[config.mk]
export PLATFORM = sky130hd
export DESIGN_NAME = home_controller_seq_flat
export DESIGN_NICKNAME = d
export VERILOG_FILES = /design/src/rtl/home_controller_seq_pkg.sv /design/src/rtl/home_controller_seq_if.sv /design/src/rtl/home_controller_seq_pir_debounce.sv /design/src/rtl/home_controller_seq.sv /design/src/flat_wrapper.sv
export SDC_FILE = /design/constraint.sdc
export NUM_CORES = 1
export LEC_CHECK = 0
export CAP_MARGIN = 30
export CORE_MARGIN = 1
export CORE_UTILIZATION = 53
export CTS_CLUSTER_DIAMETER = 100
export DETAILED_ROUTE_END_ITERATION = 16
export PLACE_DENSITY = 0.76
export SKIP_LAST_GASP = 1
export SYNTH_ARGS = -nofsm -noshare
export SYNTH_HDL_FRONTEND = slang
export SYNTH_SLANG_ARGS = --single-unit
[constraint.sdc]
create_clock -name clk -period 3.05 [get_ports clk]
set_input_delay 0.61 -clock clk [delete_from_list [all_inputs] [get_ports clk]]
set_output_delay 0.61 -clock clk [all_outputs]
set_load 0.01 [all_outputs]
[src/rtl/home_controller_seq_pkg.sv]
// home_ctrl_pkg
// Shared types and helpers for the sequential home controller:
//   alarm_state_t  - 2-bit alarm FSM encoding, also driven out on alarmState
//   cnt_width()    - bit width able to hold 0..max_val inclusive
package home_ctrl_pkg;

    typedef enum logic [1:0] {
        DISARMED = 2'd0,
        ARMED    = 2'd1,
        ENTRY    = 2'd2,
        ALARM    = 2'd3
    } alarm_state_t;

    // Never narrower than one bit, so a degenerate maximum still gives a legal vector.
    function automatic int cnt_width(input int max_val);
        return (max_val < 1) ? 1 : $clog2(max_val + 1);
    endfunction

endpackage

[src/rtl/home_controller_seq_if.sv]
// home_controller_seq_if
// Bundles the sensor inputs and actuator outputs of one home controller.
//   master : sensor front-end / actuator side (drives pir, isDark, tempValue, authorized)
//   slave  : the controller (drives lightOn, fanOn, alarmOn, alarmState, alarmZone)
interface home_controller_seq_if
    import home_ctrl_pkg::*;
#(
    parameter int NUM_ZONES = 4,
    parameter int TEMP_W    = 8
);
    logic [NUM_ZONES-1:0] pir;
    logic [NUM_ZONES-1:0] isDark;
    logic [TEMP_W-1:0]    tempValue;
    logic                 authorized;
    logic [NUM_ZONES-1:0] lightOn;
    logic                 fanOn;
    logic                 alarmOn;
    alarm_state_t         alarmState;
    logic [NUM_ZONES-1:0] alarmZone;

    modport master (
        output pir, isDark, tempValue, authorized,
        input  lightOn, fanOn, alarmOn, alarmState, alarmZone
    );

    modport slave (
        input  pir, isDark, tempValue, authorized,
        output lightOn, fanOn, alarmOn, alarmState, alarmZone
    );

endinterface

[src/rtl/home_controller_seq_pir_debounce.sv]
// pir_debounce
// Brings one asynchronous PIR line into the clock domain and filters it.
//   clk, rst   : system clock, asynchronous active-high reset
//   pir        : raw asynchronous motion input
//   debounced  : filtered motion, changes only after DEBOUNCE_CYCLES stable cycles
module pir_debounce
    import home_ctrl_pkg::*;
#(
    parameter int DEBOUNCE_CYCLES = 8
) (
    input  logic clk,
    input  logic rst,
    input  logic pir,
    output logic debounced
);

    localparam int CW = cnt_width(DEBOUNCE_CYCLES);
    localparam logic [CW-1:0] LAST_COUNT = CW'(DEBOUNCE_CYCLES - 1);

    logic          sync_1;
    logic          sync_2;
    logic [CW-1:0] stable_count;

    always_ff @(posedge clk or posedge rst) begin
        if (rst) begin
            sync_1 <= 1'b0;
            sync_2 <= 1'b0;
        end else begin
            sync_1 <= pir;
            sync_2 <= sync_1;
        end
    end

    // The counter holds how many mismatching cycles have already been seen, so
    // the DEBOUNCE_CYCLES-th consecutive mismatch is the one that flips the output.
    always_ff @(posedge clk or posedge rst) begin
        if (rst) begin
            stable_count <= '0;
            debounced    <= 1'b0;
        end else if (sync_2 == debounced) begin
            stable_count <= '0;
        end else if (stable_count == LAST_COUNT) begin
            stable_count <= '0;
            debounced    <= sync_2;
        end else begin
            stable_count <= stable_count + CW'(1);
        end
    end

endmodule

[src/rtl/home_controller_seq.sv]
// home_controller_seq
// Multi-zone home controller: per-zone lights with retriggerable hold timers,
// a fan with threshold hysteresis and an intrusion alarm with entry delay.
//   clk, rst         : system clock, asynchronous active-high reset
//   bus.pir          : raw motion per zone (asynchronous)
//   bus.isDark       : darkness flag per zone
//   bus.tempValue    : unsigned temperature
//   bus.authorized   : 1 = occupant authorized / system disarmed
//   bus.lightOn      : per-zone light enable
//   bus.fanOn        : fan enable
//   bus.alarmOn      : siren enable
//   bus.alarmState   : current alarm FSM state
//   bus.alarmZone    : one-hot zone that started the entry delay, else 0
module home_controller_seq
    import home_ctrl_pkg::*;
#(
    parameter int                NUM_ZONES          = 4,
    parameter int                DEBOUNCE_CYCLES    = 8,
    parameter int                LIGHT_HOLD_CYCLES  = 1000,
    parameter int                ENTRY_DELAY_CYCLES = 500,
    parameter int                TEMP_W             = 8,
    parameter logic [TEMP_W-1:0] FAN_ON_TH          = TEMP_W'(30),
    parameter logic [TEMP_W-1:0] FAN_OFF_TH         = TEMP_W'(27)
) (
    input logic               clk,
    input logic               rst,
    home_controller_seq_if.slave bus
);

    localparam int HW = cnt_width(LIGHT_HOLD_CYCLES);
    localparam int EW = cnt_width(ENTRY_DELAY_CYCLES);
    localparam logic [HW-1:0] HOLD_LOAD  = HW'(LIGHT_HOLD_CYCLES);
    localparam logic [EW-1:0] ENTRY_LOAD = EW'(ENTRY_DELAY_CYCLES);

    if (FAN_OFF_TH >= FAN_ON_TH || NUM_ZONES < 1 || NUM_ZONES > 16 ||
        DEBOUNCE_CYCLES < 1 || LIGHT_HOLD_CYCLES < 1 || ENTRY_DELAY_CYCLES < 1) begin : g_bad_params
        $error("home_controller_seq: illegal parameter combination");
    end

    logic [NUM_ZONES-1:0] pir_deb;

    for (genvar z = 0; z < NUM_ZONES; z++) begin : g_zone
        pir_debounce #(
            .DEBOUNCE_CYCLES(DEBOUNCE_CYCLES)
        ) u_debounce (
            .clk       (clk),
            .rst       (rst),
            .pir       (bus.pir[z]),
            .debounced (pir_deb[z])
        );
    end

    // ---------------- lights ----------------
    logic [HW-1:0]        hold_timer [NUM_ZONES];
    logic [HW-1:0]        hold_next  [NUM_ZONES];
    logic [NUM_ZONES-1:0] light_next;

    // lightOn is registered from the next timer value so it tracks the timer
    // without an extra cycle of lag.
    always_comb begin
        for (int z = 0; z < NUM_ZONES; z++) begin
            hold_next[z] = hold_timer[z];
            if (!bus.isDark[z]) begin
                hold_next[z] = '0;
            end else if (pir_deb[z]) begin
                hold_next[z] = HOLD_LOAD;
            end else if (hold_timer[z] != '0) begin
                hold_next[z] = hold_timer[z] - HW'(1);
            end
            light_next[z] = (hold_next[z] != '0);
        end
    end

    always_ff @(posedge clk or posedge rst) begin
        if (rst) begin
            for (int z = 0; z < NUM_ZONES; z++) begin
                hold_timer[z] <= '0;
            end
            bus.lightOn <= '0;
        end else begin
            for (int z = 0; z < NUM_ZONES; z++) begin
                hold_timer[z] <= hold_next[z];
            end
            bus.lightOn <= light_next;
        end
    end

    // ---------------- fan ----------------
    always_ff @(posedge clk or posedge rst) begin
        if (rst) begin
            bus.fanOn <= 1'b0;
        end else if (bus.tempValue >= FAN_ON_TH) begin
            bus.fanOn <= 1'b1;
        end else if (bus.tempValue <= FAN_OFF_TH) begin
            bus.fanOn <= 1'b0;
        end
    end

    // ---------------- alarm ----------------
    alarm_state_t         state;
    alarm_state_t         state_next;
    logic [EW-1:0]        entry_count;
    logic [EW-1:0]        entry_next;
    logic [NUM_ZONES-1:0] zone_next;
    logic [NUM_ZONES-1:0] lowest_zone;
    logic                 any_motion;

    assign any_motion     = |pir_deb;
    // Two's-complement trick isolates the lowest set bit.
    assign lowest_zone    = pir_deb & (~pir_deb + NUM_ZONES'(1));
    assign bus.alarmState = state;

    always_comb begin
        state_next = state;
        entry_next = entry_count;
        zone_next  = bus.alarmZone;
        unique case (state)
            DISARMED: begin
                zone_next = '0;
                if (!bus.authorized) begin
                    state_next = ARMED;
                end
            end
            ARMED: begin
                if (bus.authorized) begin
                    state_next = DISARMED;
                    zone_next  = '0;
                end else if (any_motion) begin
                    state_next = ENTRY;
                    entry_next = ENTRY_LOAD;
                    zone_next  = lowest_zone;
                end
            end
            ENTRY: begin
                if (bus.authorized) begin
                    state_next = DISARMED;
                    entry_next = '0;
                    zone_next  = '0;
                end else if (entry_count <= EW'(1)) begin
                    state_next = ALARM;
                    entry_next = '0;
                end else begin
                    entry_next = entry_count - EW'(1);
                end
            end
            ALARM: begin
                if (bus.authorized) begin
                    state_next = DISARMED;
                    zone_next  = '0;
                end
            end
            default: begin
                state_next = DISARMED;
                entry_next = '0;
                zone_next  = '0;
            end
        endcase
    end

    always_ff @(posedge clk or posedge rst) begin
        if (rst) begin
            state         <= DISARMED;
            entry_count   <= '0;
            bus.alarmZone <= '0;
            bus.alarmOn   <= 1'b0;
        end else begin
            state         <= state_next;
            entry_count   <= entry_next;
            bus.alarmZone <= zone_next;
            bus.alarmOn   <= (state_next == ALARM);
        end
    end

endmodule

[src/flat_wrapper.sv]
// flat-port wrapper written by rule: the top's interface ports become plain ports
module home_controller_seq_flat import home_ctrl_pkg::*;
#(
    parameter int                NUM_ZONES          = 4,
    parameter int                DEBOUNCE_CYCLES    = 8,
    parameter int                LIGHT_HOLD_CYCLES  = 1000,
    parameter int                ENTRY_DELAY_CYCLES = 500,
    parameter int                TEMP_W             = 8,
    parameter logic [TEMP_W-1:0] FAN_ON_TH          = TEMP_W'(30),
    parameter logic [TEMP_W-1:0] FAN_OFF_TH         = TEMP_W'(27)
)
  (clk, rst, bus_pir, bus_isDark, bus_tempValue, bus_authorized, bus_lightOn, bus_fanOn, bus_alarmOn, bus_alarmState, bus_alarmZone);
  home_controller_seq_if #(.NUM_ZONES(NUM_ZONES), .TEMP_W(TEMP_W)) bus_i ();
  input logic clk;
  input logic rst;
  input wire logic [$bits(bus_i.pir)-1:0] bus_pir;
  input wire logic [$bits(bus_i.isDark)-1:0] bus_isDark;
  input wire logic [$bits(bus_i.tempValue)-1:0] bus_tempValue;
  input wire logic [$bits(bus_i.authorized)-1:0] bus_authorized;
  output wire logic [$bits(bus_i.lightOn)-1:0] bus_lightOn;
  output wire logic [$bits(bus_i.fanOn)-1:0] bus_fanOn;
  output wire logic [$bits(bus_i.alarmOn)-1:0] bus_alarmOn;
  output wire logic [$bits(bus_i.alarmState)-1:0] bus_alarmState;
  output wire logic [$bits(bus_i.alarmZone)-1:0] bus_alarmZone;
  assign bus_i.pir = bus_pir;
  assign bus_i.isDark = bus_isDark;
  assign bus_i.tempValue = bus_tempValue;
  assign bus_i.authorized = bus_authorized;
  assign bus_lightOn = bus_i.lightOn;
  assign bus_fanOn = bus_i.fanOn;
  assign bus_alarmOn = bus_i.alarmOn;
  assign bus_alarmState = bus_i.alarmState;
  assign bus_alarmZone = bus_i.alarmZone;
  home_controller_seq #(.NUM_ZONES(NUM_ZONES), .DEBOUNCE_CYCLES(DEBOUNCE_CYCLES), .LIGHT_HOLD_CYCLES(LIGHT_HOLD_CYCLES), .ENTRY_DELAY_CYCLES(ENTRY_DELAY_CYCLES), .TEMP_W(TEMP_W), .FAN_ON_TH(FAN_ON_TH), .FAN_OFF_TH(FAN_OFF_TH)) u_core (.clk(clk), .rst(rst), .bus(bus_i));
endmodule
==> results of run 1 <==
worst max-delay path: cells and delay by family, from the launching register on:
kind            cells  cell delay [ns]
mux                 1             0.37
flops               1             0.41
fa+ha+maj           1             0.28
buf+inv             1             0.13
simple gates        3             0.85
compound gates      1             0.26
cell usage after synthesis, types with 10 or more instances:
master	n	area share, %
ha_1	10	2.8
nor3_1	30	3.3
inv_1	19	1.6
xnor2_1	15	2.9
or4_1	10	1.7
a21oi_1	33	3.7
clkbuf_1	13	1.1
nor2_1	38	3.2
nand2_1	22	1.8
dfrtp_1	89	50
o21ai_0	11	1.2
nand2b_1	13	1.8
nor2b_1	10	1.4
sequential cells by signal (all words and copies together), names as in the netlist, 2 cells and up:
register,count
u_core.bus.alarmState,2
u_core.bus.alarmZone,4
u_core.bus.lightOn,4
u_core.entry_count,9
u_core.g_zone.u_debounce.debounced,4
u_core.g_zone.u_debounce.stable_count,16
u_core.g_zone.u_debounce.sync_1,4
u_core.g_zone.u_debounce.sync_2,4
u_core.hold_timer,40
kinds of logic (layout without fill, tap and decap cells):
kind of cell    after synthesis  after routing  share of synthesized area, %
fa+ha+maj                    10             10                          2.78
compound gates              113            113                          17.5
buf+inv                      34             68                          2.84
xor+xnor                     18             18                          3.51
flops                        89             89                          49.5
simple gates                181            181                          22.4
mux                           6              6                          1.50
power by group:
group / switching, W / internal, W / leakage, nW / total (W)
combinational: 0.00128 / 0.00118 / 0.939 / 0.00246
sequential: 0.000472 / 0.00156 / 1.14 / 0.00203
clock: 0.000379 / 0.000317 / 0.0778 / 0.000695
per-layer routing:
metal / up-vias / global-route usage [%] / wire [µm]
met5: - / 0 / 0
met4: 0 / 9.74 / 161
met3: 15 / 3.40 / 309
met2: 87 / 36.9 / 4450
met1: 1754 / 27.9 / 4080
li1: 1722 / - / -
layout make-up:
class	count	area share [%]
multi-input combinational	328	42.3
tap	105	2.59
inverter	19	1.43
timing repair buffer	34	6.71
clock buffer	15	3.08
sequential	89	43.9
metrics by stage:
| stage | util, % | hold WS, ns | instances |
|---|---|---|---|
| after floorplan | - | 0.331 | 451 |
| after global placement | 59.8 | 0.333 | 575 |
| after detailed placement | 59.8 | 0.342 | 575 |
| after CTS | 61.7 | 0.360 | 590 |
| after global routing | 61.7 | 0.365 | 590 |
| final | 61.7 | 0.356 | 590 |
final timing paths:
check | from | end | slack (ns) | depth (start not counted)
setup / recovery | u_core.hold_timer[10]$_DFF_PP0_ | u_core.bus.lightOn[2]$_DFF_PP0_ | 0.61 | 7
hold / removal | u_core.g_zone[3].u_debounce.sync_1$_DFF_PP0_ | u_core.g_zone[3].u_debounce.sync_2$_DFF_PP0_ | 0.36 | 0
setup reg to reg | u_core.hold_timer[10]$_DFF_PP0_ | u_core.bus.lightOn[2]$_DFF_PP0_ | 0.61 | 7
hold reg to reg | u_core.g_zone[3].u_debounce.sync_1$_DFF_PP0_ | u_core.g_zone[3].u_debounce.sync_2$_DFF_PP0_ | 0.36 | 0
max in group asynchronous | rst | u_core.hold_timer[14]$_DFF_PP0_ | 1.85 | 3
min in group asynchronous | rst | u_core.entry_count[1]$_DFFE_PP0P_ | 0.60 | 2
==> out/results.ini, run 1 <==
[status]
status = finished, final reports clean

[worst_setup_path]
crit_chain = inv_1 -> ha_1 -> or3b_2 -> nor3_1 -> mux2_2 -> o31ai_1 -> nand4b_1
slowest_delay_ns = 0.52
startpoint_type = flop
critPathKind = flop to flop
crit_arrival_ns = 2.66
cp.required_ns = 3.27
worstPathMaxFanout = 6
slowest_stage = or3b_2
worst_setup_path_end_kind = flop

[global_routing]
grt_pass1_wl_um = 15200
antenna_found_initial = 0
grt_pass1_vias = 3392
grt_use_total_pct = 22.0
grt_start_max_net_pins = 47
gr-total-overflow = 0

[routing]
ant_nets = 0
drc = 0
routed_wl_um = 9000
first_pass_iters = 5
via_per_inst = 6.06
wire_per_inst_um = 15.3
initialDrtViolationCount = 272
vias = 3578

[cts]
clk_latency_ns = 0.35
cts.sinks = 89
post_cts_buffers = 0
cts_made_buffers = 9
cts_tree = yes
cts_root_buf = clkbuf_8
cts_max_level = 3
cts_hold_buf = 0
path_clk_slew_ns = 0.08
cts_resized = 0
clockBufferDepth = 2

[power]
total_power_w = 0.00519
leakagePower_nw = 2.16
power.density_nw_per_um2 = 1020
ir_worst_vdd_mv = 0.508

[sta]
period_needed_ns = 2.44
setup_violations = 0
clock_skew_ns = 0.0101
slew_violations = 0
fmax_mhz = 410
worst_slew_pin_slew_ns = 0.604
fin_ws_ns = 0.614
hold_viol_final = 0
finalSetupTns_ns = 0
fin_crit_sh_pct = 79.9
max_slew_margin_pct = 59.4
rsz0062_at_grt = no

[synthesis]
ys_warn_count = 0
syn_area_um2 = 4500
synth_edf_count = 0
yosysSeqAreaShare_pct = 49.5
ys_types = 56
synth_cells = 451
yosys_register_bits = 89
synth_area_per_cell_um2 = 9.97
syn_nets = 480
synthArstFlopShare_pct = 100
ys.flop_type = dfrtp_1

[die]
core-area_um2 = 8220
die_x_um = 94.1
die_h_um = 94.1
num_rows = 33
start_util_pct = 54.7
die_area_um2 = 8860
ios = 31

[cells_and_area]
final_nets = 510
multi_input_area_um2 = 2140
layout-drive-gt1-share_pct = 7.22
antennaDiodeCount = 0
layout_common_cells = 89 x dfrtp_1, 38 x nor2_1, 33 x a21oi_1
final_area_um2 = 5070
area_growth_pct = 12.7
layout.area.seq_um2 = 2230
layout_commonest_cell = dfrtp_1
fill_cells = 705

[job]
cap_violations = 0

[place]
place_hpwl_um = 6460
dpl-instance-area_um2 = 4910
pre_cts_ws_ns = 0.631
gp_congestion = 0.851
io_buffers = 29

[min_path]
hold_path.class = flop to flop

Power figures use the tool's default switching activity.
==> run 2: changes to the inputs <==
Clock period 3.05 ns to 2.1 ns, I/O delays scaled along.
==> run 2 against run 1 <==
The flow now finishes with violations (negative setup slack); count of clock-buffer cells in the layout is 4 lower; register-to-register slack worse by 0.66 ns; via count is 2.7% higher; clock skew hardly changed; flip-flop and latch count stayed put; die area stayed put; cell count is 9.0% higher; routed wire length is 5.1% higher; clock power is 54% higher; sequential power is 37% higher; setup slack worse by 0.66 ns; sequential share of layout area is 4.6 points lower.
==> out/results.ini, run 2 (synthesis results as in run 1) <==
[sta]
hold_ws_ns = 0.354
fin_ws_ns = -0.0480
hold_viol_final = 0
worst_slew_pin_slew_ns = 0.641
setup_violations = 1
rsz0062_at_grt = yes
slew_violations = 0
clock_skew_ns = 0.00985
finalSetupTns_ns = -0.0480
max_slew_margin_pct = 57.1
fin_crit_sh_pct = 102
period_needed_ns = 2.15
fmax_mhz = 466

[power]
leakagePower_nw = 2.46
ir_worst_vdd_mv = 0.849
power.density_nw_per_um2 = 1530

[die]
start_util_pct = 54.7
num_rows = 33
core-area_um2 = 8220
die_x_um = 94.1
die_area_um2 = 8860
ios = 31
die_h_um = 94.1

[cells_and_area]
final_nets = 562
layout.area.seq_um2 = 2230
largest_register_ffs = 40
layout_common_cells = 89 x dfrtp_1, 56 x buf_4, 38 x nor2_1
antennaDiodeCount = 0
layout-drive-gt1-share_pct = 22.1
reg.largest.list = u_core.hold_timer: 40 flops, u_core.g_zone.u_debounce.stable_count: 16 flops, u_core.entry_count: 9 flops
final_util_pct = 68.9
layout_commonest_cell = dfrtp_1
top_register = u_core.hold_timer
fill_cells = 640
multi_input_area_um2 = 2310
final_area_um2 = 5660
area_growth_pct = 25.8

[status]
violations = negative setup slack
status = finished, violations left

[cts]
cts_made_buffers = 9
cts_hold_buf = 0
path_clk_slew_ns = 0.08
cts_tree = yes
cts_max_level = 3
cts_root_buf = clkbuf_8
clk_latency_ns = 0.35
cts.sinks = 89
clockBufferDepth = 2

[place]
place_hpwl_um = 6590
dpl-instance-area_um2 = 5290
pre_cts_ws_ns = -0.118
io_buffers = 29
gp_congestion = 0.871

[worst_setup_path]
rr_worst_depth = 5
slowest_stage = or4_4
slowest_delay_ns = 0.52
crit_arrival_ns = 2.37
cp.required_ns = 2.33
r2r_slack_ns = -0.05
crit_chain = or4_4 -> or4_1 -> a221o_1 -> o31ai_2 -> nand4b_1
critPathBufInv = 0
worst_setup_path_end_kind = flop
r2r_end = u_core.bus.lightOn[2]$_DFF_PP0_
startpoint_type = flop
r2r-start = u_core.hold_timer[12]$_DFF_PP0_
worstPathMaxFanout = 3
critPathKind = flop to flop
crit_family = simple AND/OR/NAND/NOR gates

[job]
cap_violations = 0

[routing]
via_per_inst = 5.71
ant_nets = 0
vias = 3674
drc = 0
routed_wl_um = 9460
first_pass_iters = 5
initialDrtViolationCount = 185
wire_per_inst_um = 14.7

[global_routing]
grt_pass1_vias = 3689
grt_start_max_net_pins = 90
antenna_found_initial = 0
grt_pass1_wl_um = 16000
gr-total-overflow = 0
grt_use_total_pct = 23.0

[min_path]
holdPathEnd = u_core.g_zone[3].u_debounce.sync_2$_DFF_PP0_
hold_start = u_core.g_zone[3].u_debounce.sync_1$_DFF_PP0_
hold_path.class = flop to flop
hold_depth = 0

[run 2: power breakdown]
group | total, W | switching (W) | leakage, nW | internal, W
sequential | 0.00279 | 0.000522 | 1.14 | 0.00227
clock | 0.00107 | 0.000582 | 0.0911 | 0.000488
combinational | 0.00482 | 0.00235 | 1.23 | 0.00247
total | 0.00868 | 0.00345 | 2.46 | 0.00523
[run 2: what timing repair did]
| item | CTS | global route |
|---|---|---|
| setup endpoints to repair | 5 | 7 |
| cloned | 0 | 0 |
| setup buffers | 1 | 5 |
| resized for setup | 10 | 21 |
| pin swaps | 0 | 3 |
[run 2: through the flow]
| stage | cells | total power, W |
|---|---|---|
| 2_1_floorplan | 451 | 0.00570 |
| 3_3_place_gp | 621 | 0.00704 |
| 3_5_place_dp | 621 | 0.00719 |
| 4_1_cts | 638 | 0.00842 |
| 5_1_grt | 643 | 0.00938 |
| 6_report | 643 | 0.00868 |
[run 2: per-layer routing]
metal  up-vias  share of wire [%]  global-route usage (%)
met2        57                 51                    39.7
met4         0                1.2                    9.62
met1      1789                 46                    28.3
met3        12                2.4                    3.96
met5         -                  0                       0
li1       1816                  -                       -
[run 2: layout make-up]
cell class / count / share of cell area (%)
multi-input cells: 328 / 40.9
flip-flops and latches: 89 / 39.4
repair buffers: 86 / 12.9
clock buffers: 11 / 2.68
well taps: 105 / 2.32
inverters: 19 / 1.33
clock inverters: 5 / 0.531
[run 2: how the worst max path moves through the flow]
| stage | slack, ns | from | end | cells after the start |
|---|---|---|---|---|
| floorplan | -0.0003 | u_core.hold_timer[12]$_DFF_PP0_ | u_core.bus.lightOn[2]$_DFF_PP0_ | 5 |
| finish | -0.05 | u_core.hold_timer[12]$_DFF_PP0_ | u_core.bus.lightOn[2]$_DFF_PP0_ | 5 |
| detailed placement | -0.12 | u_core.hold_timer[3]$_DFF_PP0_ | u_core.bus.lightOn[3]$_DFF_PP0_ | 5 |
| global placement | -0.04 | u_core.hold_timer[0]$_DFF_PP0_ | u_core.bus.lightOn[3]$_DFF_PP0_ | 6 |
| global route | -0.13 | u_core.hold_timer[12]$_DFF_PP0_ | u_core.bus.lightOn[2]$_DFF_PP0_ | 5 |
| CTS | -0.05 | u_core.hold_timer[12]$_DFF_PP0_ | u_core.bus.lightOn[2]$_DFF_PP0_ | 5 |
